--- src/rtl/sipo_frame_deserializer_if.sv ---
// Word-side and bit-side signals of the frame deserializer bundled as one port.
// slave = the deserializer itself, master = the serial front end / consumer side.
interface sipo_frame_deserializer_if #(
    parameter int WIDTH = 8
);
    localparam int CW = $clog2(WIDTH + 1);

    // Handshake: a word transfers on any rising clk edge where out_valid and
    // out_ready are both 1; out_valid never drops without a transfer or a reset.
    logic             serial_in;
    logic             bit_valid;
    logic             frame_start;
    logic [WIDTH-1:0] out_data;
    logic             out_valid;
    logic             out_ready;
    logic             out_parity_err;
    logic             overrun;
    logic             clear_overrun;
    logic             busy;
    logic [CW-1:0]    bit_count;
    logic             state_dbg;

    modport slave (
        input  serial_in, bit_valid, frame_start, out_ready, clear_overrun,
        output out_data, out_valid, out_parity_err, overrun, busy, bit_count, state_dbg
    );

    modport master (
        output serial_in, bit_valid, frame_start, out_ready, clear_overrun,
        input  out_data, out_valid, out_parity_err, overrun, busy, bit_count, state_dbg
    );
endinterface

--- src/rtl/sipo_frame_deserializer.sv ---
// Serial-to-parallel frame receiver: WIDTH data bits plus optional parity bit,
// one-word holding register on a valid/ready output with sticky overrun.
module sipo_frame_deserializer #(
    parameter int WIDTH         = 8,
    parameter int MSB_FIRST     = 1,
    parameter int PARITY_ENABLE = 1,
    parameter int PARITY_TYPE   = 0
) (
    input  logic                                  clk,
    input  logic                                  rst,
    sipo_frame_deserializer_if.slave              bus
);
    localparam int       CW     = $clog2(WIDTH + 1);
    localparam logic     PAR_ODD = (PARITY_TYPE != 0);

    typedef enum logic {
        ST_DATA   = 1'b0,
        ST_PARITY = 1'b1
    } state_t;

    state_t           state, state_nxt;
    logic [WIDTH-1:0] sr, sr_nxt, shifted, word;
    logic [CW-1:0]    cnt, cnt_nxt;
    logic             complete, err, accept;

    always_comb begin
        if (MSB_FIRST != 0) shifted = {sr[WIDTH-2:0], bus.serial_in};
        else                shifted = {bus.serial_in, sr[WIDTH-1:1]};
    end

    always_ff @(posedge clk or posedge rst) begin
        if (rst) begin
            state <= ST_DATA;
            sr    <= '0;
            cnt   <= '0;
        end else begin
            state <= state_nxt;
            sr    <= sr_nxt;
            cnt   <= cnt_nxt;
        end
    end

    always_comb begin
        state_nxt = state;
        sr_nxt    = sr;
        cnt_nxt   = cnt;
        complete  = 1'b0;
        word      = sr;
        err       = 1'b0;
        // A restart wins over everything; a frame finishing in that cycle is lost.
        if (bus.frame_start) begin
            state_nxt = ST_DATA;
            if (bus.bit_valid) begin
                sr_nxt  = shifted;
                cnt_nxt = CW'(1);
            end else begin
                cnt_nxt = '0;
            end
        end else if (bus.bit_valid) begin
            if (state == ST_DATA) begin
                sr_nxt = shifted;
                if (cnt == CW'(WIDTH - 1)) begin
                    if (PARITY_ENABLE != 0) begin
                        state_nxt = ST_PARITY;
                        cnt_nxt   = CW'(WIDTH);
                    end else begin
                        complete = 1'b1;
                        word     = shifted;
                        cnt_nxt  = '0;
                    end
                end else begin
                    cnt_nxt = cnt + CW'(1);
                end
            end else begin
                complete  = 1'b1;
                err       = (bus.serial_in != ((^sr) ^ PAR_ODD));
                cnt_nxt   = '0;
                state_nxt = ST_DATA;
            end
        end
    end

    // The holding register can take a new word if empty or being drained now.
    assign accept = !bus.out_valid || bus.out_ready;

    always_ff @(posedge clk or posedge rst) begin
        if (rst) begin
            bus.out_data       <= '0;
            bus.out_valid      <= 1'b0;
            bus.out_parity_err <= 1'b0;
            bus.overrun        <= 1'b0;
        end else begin
            if (complete && accept) begin
                bus.out_data       <= word;
                bus.out_parity_err <= err;
                bus.out_valid      <= 1'b1;
            end else if (bus.out_valid && bus.out_ready && !complete) begin
                bus.out_valid <= 1'b0;
            end
            if (complete && !accept) bus.overrun <= 1'b1;
            else if (bus.clear_overrun) bus.overrun <= 1'b0;
        end
    end

    assign bus.busy      = (cnt != '0) || (state == ST_PARITY);
    assign bus.bit_count = cnt;
    assign bus.state_dbg = state;
endmodule
--- src/flat_wrapper.sv ---
// flat-port wrapper written by rule: the top's interface ports become plain ports
module sipo_frame_deserializer_flat 
#(
    parameter int WIDTH         = 8,
    parameter int MSB_FIRST     = 1,
    parameter int PARITY_ENABLE = 1,
    parameter int PARITY_TYPE   = 0
)
  (clk, rst, bus_serial_in, bus_bit_valid, bus_frame_start, bus_out_ready, bus_clear_overrun, bus_out_data, bus_out_valid, bus_out_parity_err, bus_overrun, bus_busy, bus_bit_count, bus_state_dbg);
  sipo_frame_deserializer_if #(.WIDTH(WIDTH)) bus_i ();
  input  logic clk;
  input  logic rst;
  input wire logic [$bits(bus_i.serial_in)-1:0] bus_serial_in;
  input wire logic [$bits(bus_i.bit_valid)-1:0] bus_bit_valid;
  input wire logic [$bits(bus_i.frame_start)-1:0] bus_frame_start;
  input wire logic [$bits(bus_i.out_ready)-1:0] bus_out_ready;
  input wire logic [$bits(bus_i.clear_overrun)-1:0] bus_clear_overrun;
  output wire logic [$bits(bus_i.out_data)-1:0] bus_out_data;
  output wire logic [$bits(bus_i.out_valid)-1:0] bus_out_valid;
  output wire logic [$bits(bus_i.out_parity_err)-1:0] bus_out_parity_err;
  output wire logic [$bits(bus_i.overrun)-1:0] bus_overrun;
  output wire logic [$bits(bus_i.busy)-1:0] bus_busy;
  output wire logic [$bits(bus_i.bit_count)-1:0] bus_bit_count;
  output wire logic [$bits(bus_i.state_dbg)-1:0] bus_state_dbg;
  assign bus_i.serial_in = bus_serial_in;
  assign bus_i.bit_valid = bus_bit_valid;
  assign bus_i.frame_start = bus_frame_start;
  assign bus_i.out_ready = bus_out_ready;
  assign bus_i.clear_overrun = bus_clear_overrun;
  assign bus_out_data = bus_i.out_data;
  assign bus_out_valid = bus_i.out_valid;
  assign bus_out_parity_err = bus_i.out_parity_err;
  assign bus_overrun = bus_i.overrun;
  assign bus_busy = bus_i.busy;
  assign bus_bit_count = bus_i.bit_count;
  assign bus_state_dbg = bus_i.state_dbg;
  sipo_frame_deserializer #(.WIDTH(WIDTH), .MSB_FIRST(MSB_FIRST), .PARITY_ENABLE(PARITY_ENABLE), .PARITY_TYPE(PARITY_TYPE)) u_core (.clk(clk), .rst(rst), .bus(bus_i));
endmodule
--- config.mk ---
export PLATFORM = sky130hd
export DESIGN_NAME = sipo_frame_deserializer_flat
export DESIGN_NICKNAME = d
export VERILOG_FILES = /design/src/rtl/sipo_frame_deserializer_if.sv /design/src/rtl/sipo_frame_deserializer.sv /design/src/flat_wrapper.sv
export SDC_FILE = /design/constraint.sdc
export NUM_CORES = 1
export LEC_CHECK = 0
export ABC_CLOCK_PERIOD_IN_PS = 2200
export CORE_UTILIZATION = 29
export CTS_CLUSTER_DIAMETER = 60
export CTS_CLUSTER_SIZE = 24
export DETAILED_ROUTE_END_ITERATION = 12
export SLEW_MARGIN = 20
export SYNTH_ARGS = -nofsm -noshare
export SYNTH_HDL_FRONTEND = slang
export SYNTH_SLANG_ARGS = --single-unit
--- constraint.sdc ---
create_clock -name clk -period 2.2 [get_ports clk]
set_input_delay 0.33 -clock clk [delete_from_list [all_inputs] [get_ports clk]]
set_output_delay 0.33 -clock clk [all_outputs]
set_load 0.005 [all_outputs]
Word level (Yosys, flattened, before mapping). Index checks and enable logic that the tools add are counted.

Equality and inequality tests: 3. Add/sub/neg operators: 1. Reduce and logical (&&, ||, !) cells: 15. Mux-type cells: 23.

Operators by type and width (count): 8-bit 2-to-1 mux (4); 4-bit 2-to-1 mux (4); 1-bit 2-to-1 mux (15); 8-bit parity (1); 2-bit nonzero test (3); 4-bit by 1-bit adder with 4-bit output (second input constant) (1); 4-bit by 3-bit == test with 1-bit output (second input constant) (1); 1-bit logical AND (4); 4-bit nonzero test (1); 1-bit zero test (3); 1-bit logical OR (2); 2-bit != test (second input constant) (1); 2-bit AND reduction (1); 1-bit != test (1).

Bits of input ports: 7. Flip-flop bits (word level): 24. Word-level logic and storage cells: 49. Output and inout bits: 17.

Logic depth before layout (Yosys ltp). Gate-level depths: netlist of run 1.

Depth after elaboration: 7. Gate-level depth with buffers: 6. Depth with buffers taken out: 5.

Worst setup path after synthesis of run 1. No wires, ideal clock.

Kind: register to register. Start: register u_core.sr[7]. End: register u_core.bus.out_parity_err. Arrival time: 1294 ps. Slack: 781 ps. Cell stages (with the launch flop): 5. Library setup time: 125 ps. Path through: dfrtp_1 -> xnor2_1 -> xnor3_1 -> xnor2_1 -> mux2_4.

Cells in the longest elaborated chain, start to end: 5.

Ends and longest elaborated chain: from (decl) (RTL line sipo_frame_deserializer.sv:22) `logic [WIDTH-1:0] sr, sr_nxt, shifted, word;`; from (signal assigned) (RTL line sipo_frame_deserializer.sv:38) `sr <= sr_nxt;`; 8-bit parity (RTL line sipo_frame_deserializer.sv:76) `err = (bus.serial_in != ((^sr) ^ PAR_ODD));`; 1-bit != test (RTL line sipo_frame_deserializer.sv:76); 1-bit 2-to-1 mux (RTL line sipo_frame_deserializer.sv:60) `if (state == ST_DATA) begin`; 1-bit 2-to-1 mux (RTL line sipo_frame_deserializer.sv:59) `end else if (bus.bit_valid) begin`; 1-bit 2-to-1 mux (RTL line sipo_frame_deserializer.sv:51) `if (bus.frame_start) begin`; to (signal assigned) (RTL line sipo_frame_deserializer.sv:95) `bus.out_parity_err <= err;`; to (decl) (RTL line sipo_frame_deserializer_if.sv:25) `output out_data, out_valid, out_parity_err, overrun, busy, bit_count, state_dbg`.

Every way passes these cells. A chain may end at the register's enable or synchronous reset.

Worst setup path in the final report of run 1.
Start: register u_core.cnt[0], in the netlist u_core.bus.bit_count[0]. End: output port bus_busy.

Cells in the longest elaborated chain, start to end: 2.

Ends and longest elaborated chain: from (decl) (RTL line sipo_frame_deserializer.sv:23) `logic [CW-1:0] cnt, cnt_nxt;`; from (signal assigned) (RTL line sipo_frame_deserializer.sv:39) `cnt <= cnt_nxt;`; 4-bit nonzero test (RTL line sipo_frame_deserializer.sv:105) `assign bus.busy = (cnt != '0) || (state == ST_PARITY);`; 1-bit logical OR (RTL line sipo_frame_deserializer.sv:105); to (decl) (RTL line flat_wrapper.sv:22) `output wire logic [$bits(bus_i.busy)-1:0] bus_busy;`.

Every way passes these cells.

==> metrics.md, run 1 <==
| Metric | Value |
|---|---|
| Netlist cell types | `27` |
| Slew HR | `71.2%` |
| Via count | `713` |
| Max FO, Critical Path | `7` |
| Fin area | `approximately 1500 µm²` |
| Status | `completed` |
| Async S/R FF share, synth | `between 90% and 100%` |
| Cell accounting for the most synthesized area | `dfrtp_1` |
| Cts hold-fix bufs | `0` |
| Combinational power share | `21.0%` |
| Clock Skew | `about 0.0039 ns` |
| Most frequent cell after synthesis | `dfrtp_1` |
| Max-cap viol count | `0` |
| Drt first pass iters | `4` |
| Vias per cell | `about 4.5` |
| Buffer depth of the longest clock path | `2` |
| Unrepaired setup endpoints after global routing | `false` |
| Pwr Density | `796 nW/µm²` |
| Hold Crit Class | `input pin to async pin` |
| Fraction of layout cells with a size suffix above 1 | `a little under a quarter` |
| Most frequent cells after synthesis | `dfrtp_1, mux2_2, nor2_1, inv_1, xnor2_1` |
| Static leakage | `between 0.6 and 0.7 nW` |
| H-tree lvl count | `1` |
| CTS tree | `built` |
| Max Fclk | `0.519 GHz` |
| Crit share post-route | `between 80% and 90%` |
| P_int | `~0.0009 W` |
| Clock Pin Slew Worst Setup and Hold Paths | `0.09 ns` |
| Clk sinks | `24` |
| Number of global-route vias before repair | `approximately 760` |
| Gr ovfl total | `0` |
| Critical Path AT | `1.60 ns` |
| Cell Area, Placed | `~1400 µm²` |
| Synth Cell Area | `roughly 1100 µm²` |
| Resize count post-CTS | `0` |
| Fin nets | `about 120` |
| Final hold vios | `0` |
| Initial antenna violation count | `0` |
| Post-synth top flop | `dfrtp_1` |
| Total CTS buffers | `3` |
| Wire per inst | `around 12 µm` |
| GRT Total Usage | `around a tenth` |
| HPWL after detailed placement | `about 1.4 mm` |
| CP endpoint kind | `output pin` |
| Synthesized Nets | `94` |
| Final Setup Violations | `0` |
| Initial Utilization | `about a third` |
| Fin crit period | `~1.9 ns` |
| Die Y | `63.3 µm` |
| First-pass GRT wire length | `roughly 3.3 mm` |
| Die X-Extent | `about 63 µm` |
| Max VDD drop | `roughly 0.26 mV` |
| Crit Reg-Reg Startpoint | `u_core.bus.state_dbg` |
| Sequential share of power | `between 40% and 50%` |
| Switching share of total power | `between 20% and 30%` |
| Worst-Skew Late Latency | `0.26 ns` |
| Largest net degree at the start of global routing | `25` |
| Antenna Cells | `0` |
| Slew @ Worst Pin | `roughly 0.43 ns` |
| Post-synthesis cell count | `between 80 and 90` |
| Seq cells post-synth | `24` |
| Switching power total | `about 0.00027 W` |
| Core area | `about 3500 µm²` |
| Setup crit start | `u_core.bus.bit_count[0]` |
| Placer Congestion | `~0.68` |
| Synth Warn # | `0` |
| Drt initial violations | `11` |
| Seq/Total Area, Yosys | `55.2%` |
| Post-CTS setup buffer count | `0` |
| Setup crit start kind | `register` |
| Average cell area after synthesis | `approximately 13 µm²` |
| Top-area cell type share of the netlist area | `a little under three fifths` |
| I/O pin count | `24` |
| Worst R2R Setup Slack | `around 0.71 ns` |
| Post-synth EDFFs | `0` |
| DIE AREA | `4000 µm²` |
| WP data required | `1.87 ns` |
| Worst reg2reg path endpoint | `u_core.sr[5]` |
| Area grow syn2layout | `34.4%` |
| Setup TNS | `0 ns` |
| Antenna Nets Post-Route | `0` |
| FF-to-FF path depth | `3` |
| Worst hold margin | `between 0.4 and 0.5 ns` |
| Clock share of power | `~33%` |
| Row cnt | `21` |
| # port buffers | `23` |
| Top post-synthesis cells by area | `dfrtp_1, mux2_2, xnor2_1` |
| Pins over their slew limit | `0` |
| CTS Root Cell | `clkbuf_8` |
| Setup Crit Path Kind | `register to output pin` |
| Post-Route WL | `approximately 1.9 mm` |
| DRC errors left | `0` |
registers in the layout, indices dropped and copies added (netlist names):
| register | count |
|---|---|
| u_core.bus.state_dbg | 1 |
| u_core.bus.out_parity_err | 1 |
| u_core.bus.overrun | 1 |
| u_core.sr | 8 |
| u_core.bus.out_valid | 1 |
| u_core.bus.bit_count | 4 |
| u_core.bus.out_data | 8 |
cell families after synthesis:
kind of cell	after synthesis	share of synthesized area (%)
xor+xnor	7	6.90
buf+inv	9	3.45
flops	24	55.2
simple gates	14	5.98
compound gates	12	8.28
fa+ha+maj	2	2.30
mux	17	17.9
worst max-delay path by stage:
stage / to / slack [ns] / cells after the start
final: bus_busy / 0.27 / 4
after global routing: bus_busy / 0.19 / 4
after CTS: bus_busy / 0.27 / 4
after detailed placement: u_core.sr[5] / 0.39 / 4
after global placement: u_core.bus.out_parity_err / 0.40 / 5
after floorplan: u_core.bus.out_parity_err / 0.78 / 4
metrics by stage:
step	instances	util [%]	setup slack (ns)	total power (W)
2_1_floorplan	85	-	0.781	0.000732
3_3_place_gp	155	40.1	0.396	0.000790
3_5_place_dp	155	40.1	0.391	0.000797
4_1_cts	159	42.2	0.266	0.00118
5_1_grt	159	42.2	0.195	0.00122
6_report	159	42.2	0.275	0.00116
cells in the final DEF (no fill, tap or decap), types with 2 or more instances in the layout:
cell              n
dfrtp_1          24
clkdlybuf4s50_1  23
mux2_2           16
nor2_1            7
inv_1             6
xnor2_1           5
buf_4             4
clkbuf_8          3
nor2b_1           2
nand2_1           2
ha_1              2
metal layers:
| layer | part of all wire [%] | global-route usage (%) |
|---|---|---|
| met4 | 0.52 | 4.26 |
| met2 | 49 | 17.5 |
| met5 | 0 | 0 |
| met3 | 4.7 | 2.90 |
| met1 | 46 | 13.0 |
cell type report:
type,instances,area [µm²]
Timing Repair Buffer,27,260
Fill cell,352,2010
Inverter,6,22.5
Clock inverter,1,30.0
Tap cell,46,57.6
Sequential cell,24,601
Clock buffer,3,41.3
Multi-Input combinational cell,52,450
critical path: stages, from the launching register on:
cell and delay (ns):
dfrtp_1 0.49, inv_1 0.07, ha_1 0.19, nand3b_1 0.08, clkdlybuf4s50_1 0.50
power groups by stage:
stage	Clock, W	Sequential (W)	Combinational (W)
floorplan	0	0.000535	0.000197
global placement	0	0.000548	0.000242
detailed placement	0	0.000549	0.000248
CTS	0.000389	0.000540	0.000249
global route	0.000409	0.000548	0.000268
finish	0.000381	0.000540	0.000244
(Power assumes the default switching activity.)
==> run 2: changes to the inputs <==
--- a/config.mk
+++ b/config.mk
@@ -6,6 +6,7 @@
 export NUM_CORES = 1
 export LEC_CHECK = 0
 export ABC_CLOCK_PERIOD_IN_PS = 2200
+export CORE_MARGIN = 3
 export CORE_UTILIZATION = 29
 export CTS_CLUSTER_DIAMETER = 60
 export CTS_CLUSTER_SIZE = 24
==> run 2 against run 1 <==
Against the previous run: combinational power about the same; global-route usage fell by 0.36 points; cell count is the same; critical path type unchanged; wire length is 2.8% higher; worst setup slack better by 0.0038 ns; sequential power barely moved; cell area unchanged; maximum frequency rose by 0.20%.
==> metrics.md, run 2 (same netlist as run 1, synthesis figures left out) <==
| Metric | Value |
|---|---|
| Hold Crit Class | `input pin to async pin` |
| Multi-input logic area | `450 µm² (unchanged)` |
| DRC errors left | `0 (unchanged)` |
| # port buffers | `23 (unchanged)` |
| Die Y | `67.3 µm (+6.3%)` |
| Drt initial violations | `23 (+12)` |
| Drt first pass iters | `4 (unchanged)` |
| CTS Root Cell | `clkbuf_8` |
| Slew @ Worst Pin | `0.433 ns (+0.00185 ns)` |
| Unrepaired setup endpoints after global routing | `false` |
| Clk sinks | `24 (unchanged)` |
| Pins over their slew limit | `0 (unchanged)` |
| Die X-Extent | `67.3 µm (+6.3%)` |
| Fin nets | `123 (unchanged)` |
| Static leakage | `0.667 nW (unchanged)` |
| Buffer depth of the longest clock path | `2 (unchanged)` |
| Fin cells | `159 (unchanged)` |
| Worst R2R Setup Slack | `0.71 ns (about the same)` |
| Post-CTS setup buffer count | `0 (unchanged)` |
| DIE AREA | `4520 µm² (+13%)` |
| Final Setup Violations | `0 (unchanged)` |
| Fin area | `1460 µm² (unchanged)` |
| Fin crit period | `1.92 ns (-0.00378 ns)` |
| Initial Utilization | `31.4% (unchanged)` |
| Max-cap viol count | `0 (unchanged)` |
| Cell Area, Placed | `1390 µm² (unchanged)` |
| First-pass GRT wire length | `3.53 mm (+6.2%)` |
| Largest net degree at the start of global routing | `25 (unchanged)` |
| Clock Skew | `0.00642 ns (+0.00255 ns)` |
| Setup crit start | `u_core.bus.bit_count[0]` |
| Via count | `715 (+0.28%)` |
| Vias per cell | `4.50 (+0.28%)` |
| Dpl cells | `155 (unchanged)` |
| H-tree lvl count | `1 (unchanged)` |
| Clock Pin Slew Worst Setup and Hold Paths | `0.09 ns (about the same)` |
| Setup TNS | `0 ns (unchanged)` |
| Commonest non-fill, non-tap cell in the layout | `dfrtp_1` |
| Total CTS buffers | `3 (unchanged)` |
| Design Power | `0.00117 W (+0.12%)` |
| Resize count post-CTS | `0 (unchanged)` |
| Pwr Density | `797 nW/µm² (+0.12%)` |
| Core area | `3470 µm² (unchanged)` |
| Setup crit start kind | `register` |
| Number of global-route vias before repair | `744 (-1.6%)` |
| Fraction of layout cells with a size suffix above 1 | `23.0% (unchanged)` |
| Initial antenna violation count | `0 (unchanged)` |
| Setup Crit Path Kind | `register to output pin` |
| FF-to-FF path depth | `3 (unchanged)` |
| Register area | `601 µm² (unchanged)` |
| Max FO, Critical Path | `7 (unchanged)` |
| Critical Path AT | `1.59 ns (about the same)` |
| Antenna Nets Post-Route | `0 (unchanged)` |
| GRT Total Usage | `10.2% (-0.36 points)` |
| Area grow syn2layout | `34.4% (unchanged)` |
| Crit Reg-Reg Startpoint | `u_core.bus.state_dbg` |
| I/O pin count | `24 (unchanged)` |
| Post-Route WL | `1.97 mm (+2.8%)` |
| Max Fclk | `0.520 GHz (+0.20%)` |
| Wire per inst | `12.4 µm (+2.8%)` |
| Max VDD drop | `0.253 mV (-3.4%)` |
| WP data required | `1.87 ns (about the same)` |
| Status | `completed` |
| CTS tree | `built` |
| Worst reg2reg path endpoint | `u_core.sr[2]` |
| Placer Congestion | `0.784 (+14%)` |
| Row cnt | `21 (unchanged)` |
| Cts hold-fix bufs | `0 (unchanged)` |
| CP endpoint kind | `output pin` |
| Gr ovfl total | `0 (unchanged)` |
| Commonest non-fill, non-tap cells in the layout | `dfrtp_1, clkdlybuf4s50_1, mux2_2` |
| Final hold vios | `0 (unchanged)` |
| Slew HR | `71.1% (-0.12 points)` |
| Crit share post-route | `87.3% (-0.17 points)` |
| FILL cells | `350 (-0.57%)` |
| HPWL after detailed placement | `1.44 mm (+4.7%)` |
| Util after Layout | `42.2% (unchanged)` |
| Antenna Cells | `0 (unchanged)` |
| Worst-Skew Late Latency | `0.26 ns (about the same)` |
-- run 2: stage by stage --
step / worst slack, ns / hold slack [ns]
6_report: 0.278 / 0.400
5_1_grt: 0.217 / 0.423
4_1_cts: 0.271 / 0.416
3_5_place_dp: 0.376 / 0.498
3_3_place_gp: 0.396 / 0.490
2_1_floorplan: 0.781 / 0.345
-- run 2: per-layer routing --
metal / vias up / wire length (µm) / global-route usage, %
met2: 20 / 960 / 16.2
met5: - / 0 / 0
met1: 345 / 897 / 13.4
met4: 0 / 17 / 3.04
li1: 346 / - / -
met3: 4 / 95 / 3.16
-- run 2: worst max path at each step --
stage                                            to  slack (ns)
after CTS                                  bus_busy        0.27
after global placement    u_core.bus.out_parity_err        0.40
final                                      bus_busy        0.28
after global routing                       bus_busy        0.22
after detailed placement  u_core.bus.out_parity_err        0.38
after floorplan           u_core.bus.out_parity_err        0.78
-- run 2: area by class of cell --
cell class	instances	area share, %
Timing Repair Buffer	27	17.8
Inverter	6	1.54
Clock inverter	1	2.05
Multi-Input combinational cell	52	30.8
Clock buffer	3	2.82
Sequential cell	24	41.1
Tap cell	46	3.93
-- run 2: where the power goes --
part	total, W	switching, W	internal [W]
clock	0.000381	0.000138	0.000243
sequential	0.000540	0.0000522	0.000488
combinational	0.000245	0.0000798	0.000165
total	0.00117	0.000270	0.000895
-- run 2: worst max-delay path, stage by stage, from the launching register on --
cell and delay (ns):
dfrtp_1 0.48, inv_1 0.07, ha_1 0.19, nand3b_1 0.08, clkdlybuf4s50_1 0.50
==> run 3: changes to the inputs <==
--- a/config.mk
+++ b/config.mk
@@ -5,7 +5,7 @@
 export SDC_FILE = /design/constraint.sdc
 export NUM_CORES = 1
 export LEC_CHECK = 0
-export ABC_CLOCK_PERIOD_IN_PS = 2200
+export ABC_CLOCK_PERIOD_IN_PS = 1600
 export CORE_MARGIN = 3
 export CORE_UTILIZATION = 29
 export CTS_CLUSTER_DIAMETER = 60
==> constraint.sdc (replaced) <==
create_clock -name clk -period 1.6 [get_ports clk]
set_input_delay 0.24 -clock clk [delete_from_list [all_inputs] [get_ports clk]]
set_output_delay 0.24 -clock clk [all_outputs]
set_load 0.005 [all_outputs]
==> run 3 against run 2 <==
Against the previous run: non-clock buffer count up 7; wire length up 1.5%; sequential power up 36%; critical path type unchanged; clock-buffer cell count unchanged.
==> metrics.md, run 3 (same netlist as run 1, synthesis figures left out) <==
| Metric | Value |
|---|---|
| Slew HR | `79.6% (+8.5 points)` |
| Critical-path top delay cell | `clkdlybuf4s50_1` |
| Buffer depth of the longest clock path | `2 (unchanged)` |
| Total CTS buffers | `3 (unchanged)` |
| Final hold vios | `0 (unchanged)` |
| Row cnt | `21 (unchanged)` |
| Worst-Skew Late Latency | `0.26 ns (about the same)` |
| Setup crit start kind | `register` |
| Core area | `3470 µm² (unchanged)` |
| Initial Utilization | `31.4% (unchanged)` |
| GRT Total Usage | `10.4% (+0.14 points)` |
| Commonest non-fill, non-tap cells in the layout | `dfrtp_1, clkdlybuf4s50_1, mux2_2` |
| CTS tree | `built` |
| # port buffers | `23 (unchanged)` |
| Fin crit period | `1.52 ns` |
| DRC errors left | `0 (unchanged)` |
| H-tree lvl count | `1 (unchanged)` |
| Wire per inst | `12.1 µm (-2.8%)` |
| Clk sinks | `24 (unchanged)` |
| CP bufs+invs | `1 (-1)` |
| Area grow syn2layout | `40.1%` |
| Commonest non-fill, non-tap cell in the layout | `dfrtp_1` |
| Static leakage | `0.707 nW (+6.0%)` |
| Worst hold margin | `0.314 ns (-0.0854 ns)` |
| Pins over their slew limit | `0 (unchanged)` |
| Crit path max-delay family | `buffers and inverters` |
| Register area | `601 µm² (unchanged)` |
| Fraction of layout cells with a size suffix above 1 | `27.5% (+4.5 points)` |
| Max Fclk | `~0.66 GHz` |
| First-pass GRT wire length | `3.53 mm (-0.20%)` |
| CP endpoint kind | `output pin` |
| Setup TNS | `0 ns (unchanged)` |
| Critical path, cell by cell | `clkdlybuf4s50_1` |
| Fin nets | `130 (+5.7%)` |
| Die Y | `67.3 µm (unchanged)` |
| Pwr Density | `1060 nW/µm² (+33%)` |
| Initial antenna violation count | `0 (unchanged)` |
| CP peak stage delay | `0.55 ns (+0.05 ns)` |
| Placer Congestion | `0.829 (+5.7%)` |
| Max VDD drop | `0.313 mV (+24%)` |
| Dpl cells | `160 (+3.2%)` |
| Drt first pass iters | `4 (unchanged)` |
| Vias per cell | `4.52 (+0.61%)` |
| Multi-input logic area | `450 µm² (unchanged)` |
| Max-cap viol count | `0 (unchanged)` |
| I/O pin count | `24 (unchanged)` |
| Antenna Cells | `0 (unchanged)` |
| Antenna Nets Post-Route | `0 (unchanged)` |
| Gr ovfl total | `0 (unchanged)` |
| FILL cells | `353 (+0.86%)` |
| HPWL after detailed placement | `1.50 mm (+4.4%)` |
| Clock Skew | `0.00474 ns (-0.00169 ns)` |
| Fin cells | `166 (+4.4%)` |
| Max FO, Critical Path | `8 (+1)` |
| Post-Route WL | `2.00 mm (+1.5%)` |
| Final Setup Violations | `0 (unchanged)` |
| Number of global-route vias before repair | `781 (+5.0%)` |
| Largest net degree at the start of global routing | `25 (unchanged)` |
| Hold Crit Class | `input pin to async pin` |
| Worst R2R Setup Slack | `0.12 ns (-0.59 ns)` |
| Clock Pin Slew Worst Setup and Hold Paths | `0.09 ns (about the same)` |
| Status | `completed` |
| Drt initial violations | `9 (-61%)` |
| Util after Layout | `44.0% (+1.8 points)` |
| CTS Root Cell | `clkbuf_8` |
| Slew @ Worst Pin | `0.306 ns (-0.127 ns)` |
| Unrepaired setup endpoints after global routing | `false` |
| WP data required | `1.36 ns (-0.51 ns)` |
| Crit share post-route | `94.7%` |
| Critical Path AT | `1.28 ns (-0.31 ns)` |
| DIE AREA | `4520 µm² (unchanged)` |
| Cts hold-fix bufs | `0 (unchanged)` |
| Die X-Extent | `67.3 µm (unchanged)` |
| Via count | `751 (+5.0%)` |
| Setup Crit Path Kind | `register to output pin` |
run 3: changes by cell type in the layout (fill, tap and decap cells not counted):
| cell | delta |
|---|---|
| dlygate4sd2_1 | +2 |
| buf_4 | +6 |
| clkdlybuf4s50_1 | -2 |
| buf_12 | +1 |
run 3: layout make-up:
type / instances / share of cell area (%)
clock buffers: 3 / 2.71
clock inverters: 1 / 1.97
inverters: 6 / 1.48
multi-input cells: 52 / 29.5
flip-flops and latches: 24 / 39.4
well taps: 46 / 3.77
repair buffers: 34 / 21.2
run 3: tightest hold or removal path: stages:
cell and delay (ns):
clkdlybuf4s50_1 0.39, inv_1 0.05, buf_4 0.29
run 3: final timing paths:
kind | from | to | depth (start not counted)
min in group clk | u_core.bus.out_data[1] | u_core.bus.out_data[1] | 1
worst max-delay path | u_core.bus.state_dbg | bus_state_dbg | 1
worst min-delay path | rst | u_core.bus.bit_count[0] | 3
max in group asynchronous | rst | u_core.sr[4] | 3
worst max register to register | u_core.sr[3] | u_core.bus.out_parity_err | 4
worst min register to register | u_core.bus.out_data[1] | u_core.bus.out_data[1] | 1
run 3: through the flow:
step	power, W	area, µm²	worst slack (ns)
after CTS	0.00164	1530	0.0675
after global routing	0.00172	1530	0.00693
final	0.00162	1530	0.0848
after detailed placement	0.00111	1440	-0.147
after global placement	0.00110	1440	-0.115
after floorplan	0.00101	1090	0.181
run 3: report_power, final:
group / internal, W / total [W] / switching (W)
clock: 0.000334 / 0.000524 / 0.000190
sequential: 0.000671 / 0.000736 / 0.0000650
combinational: 0.000237 / 0.000358 / 0.000121
run 3: per-layer routing:
metal	vias up	GRT usage, %	share of wire (%)
met5	-	0	0
met4	0	5.06	0.50
met2	15	16.4	51
li1	362	-	-
met3	2	2.16	3.7
met1	372	13.4	45
run 3: timing repair:
| item | in CTS | in global routing |
|---|---|---|
| gates resized for setup | 2 | 0 |
| endpoints found under the setup margin | 1 | 0 |
| buffers inserted | 2 | 0 |
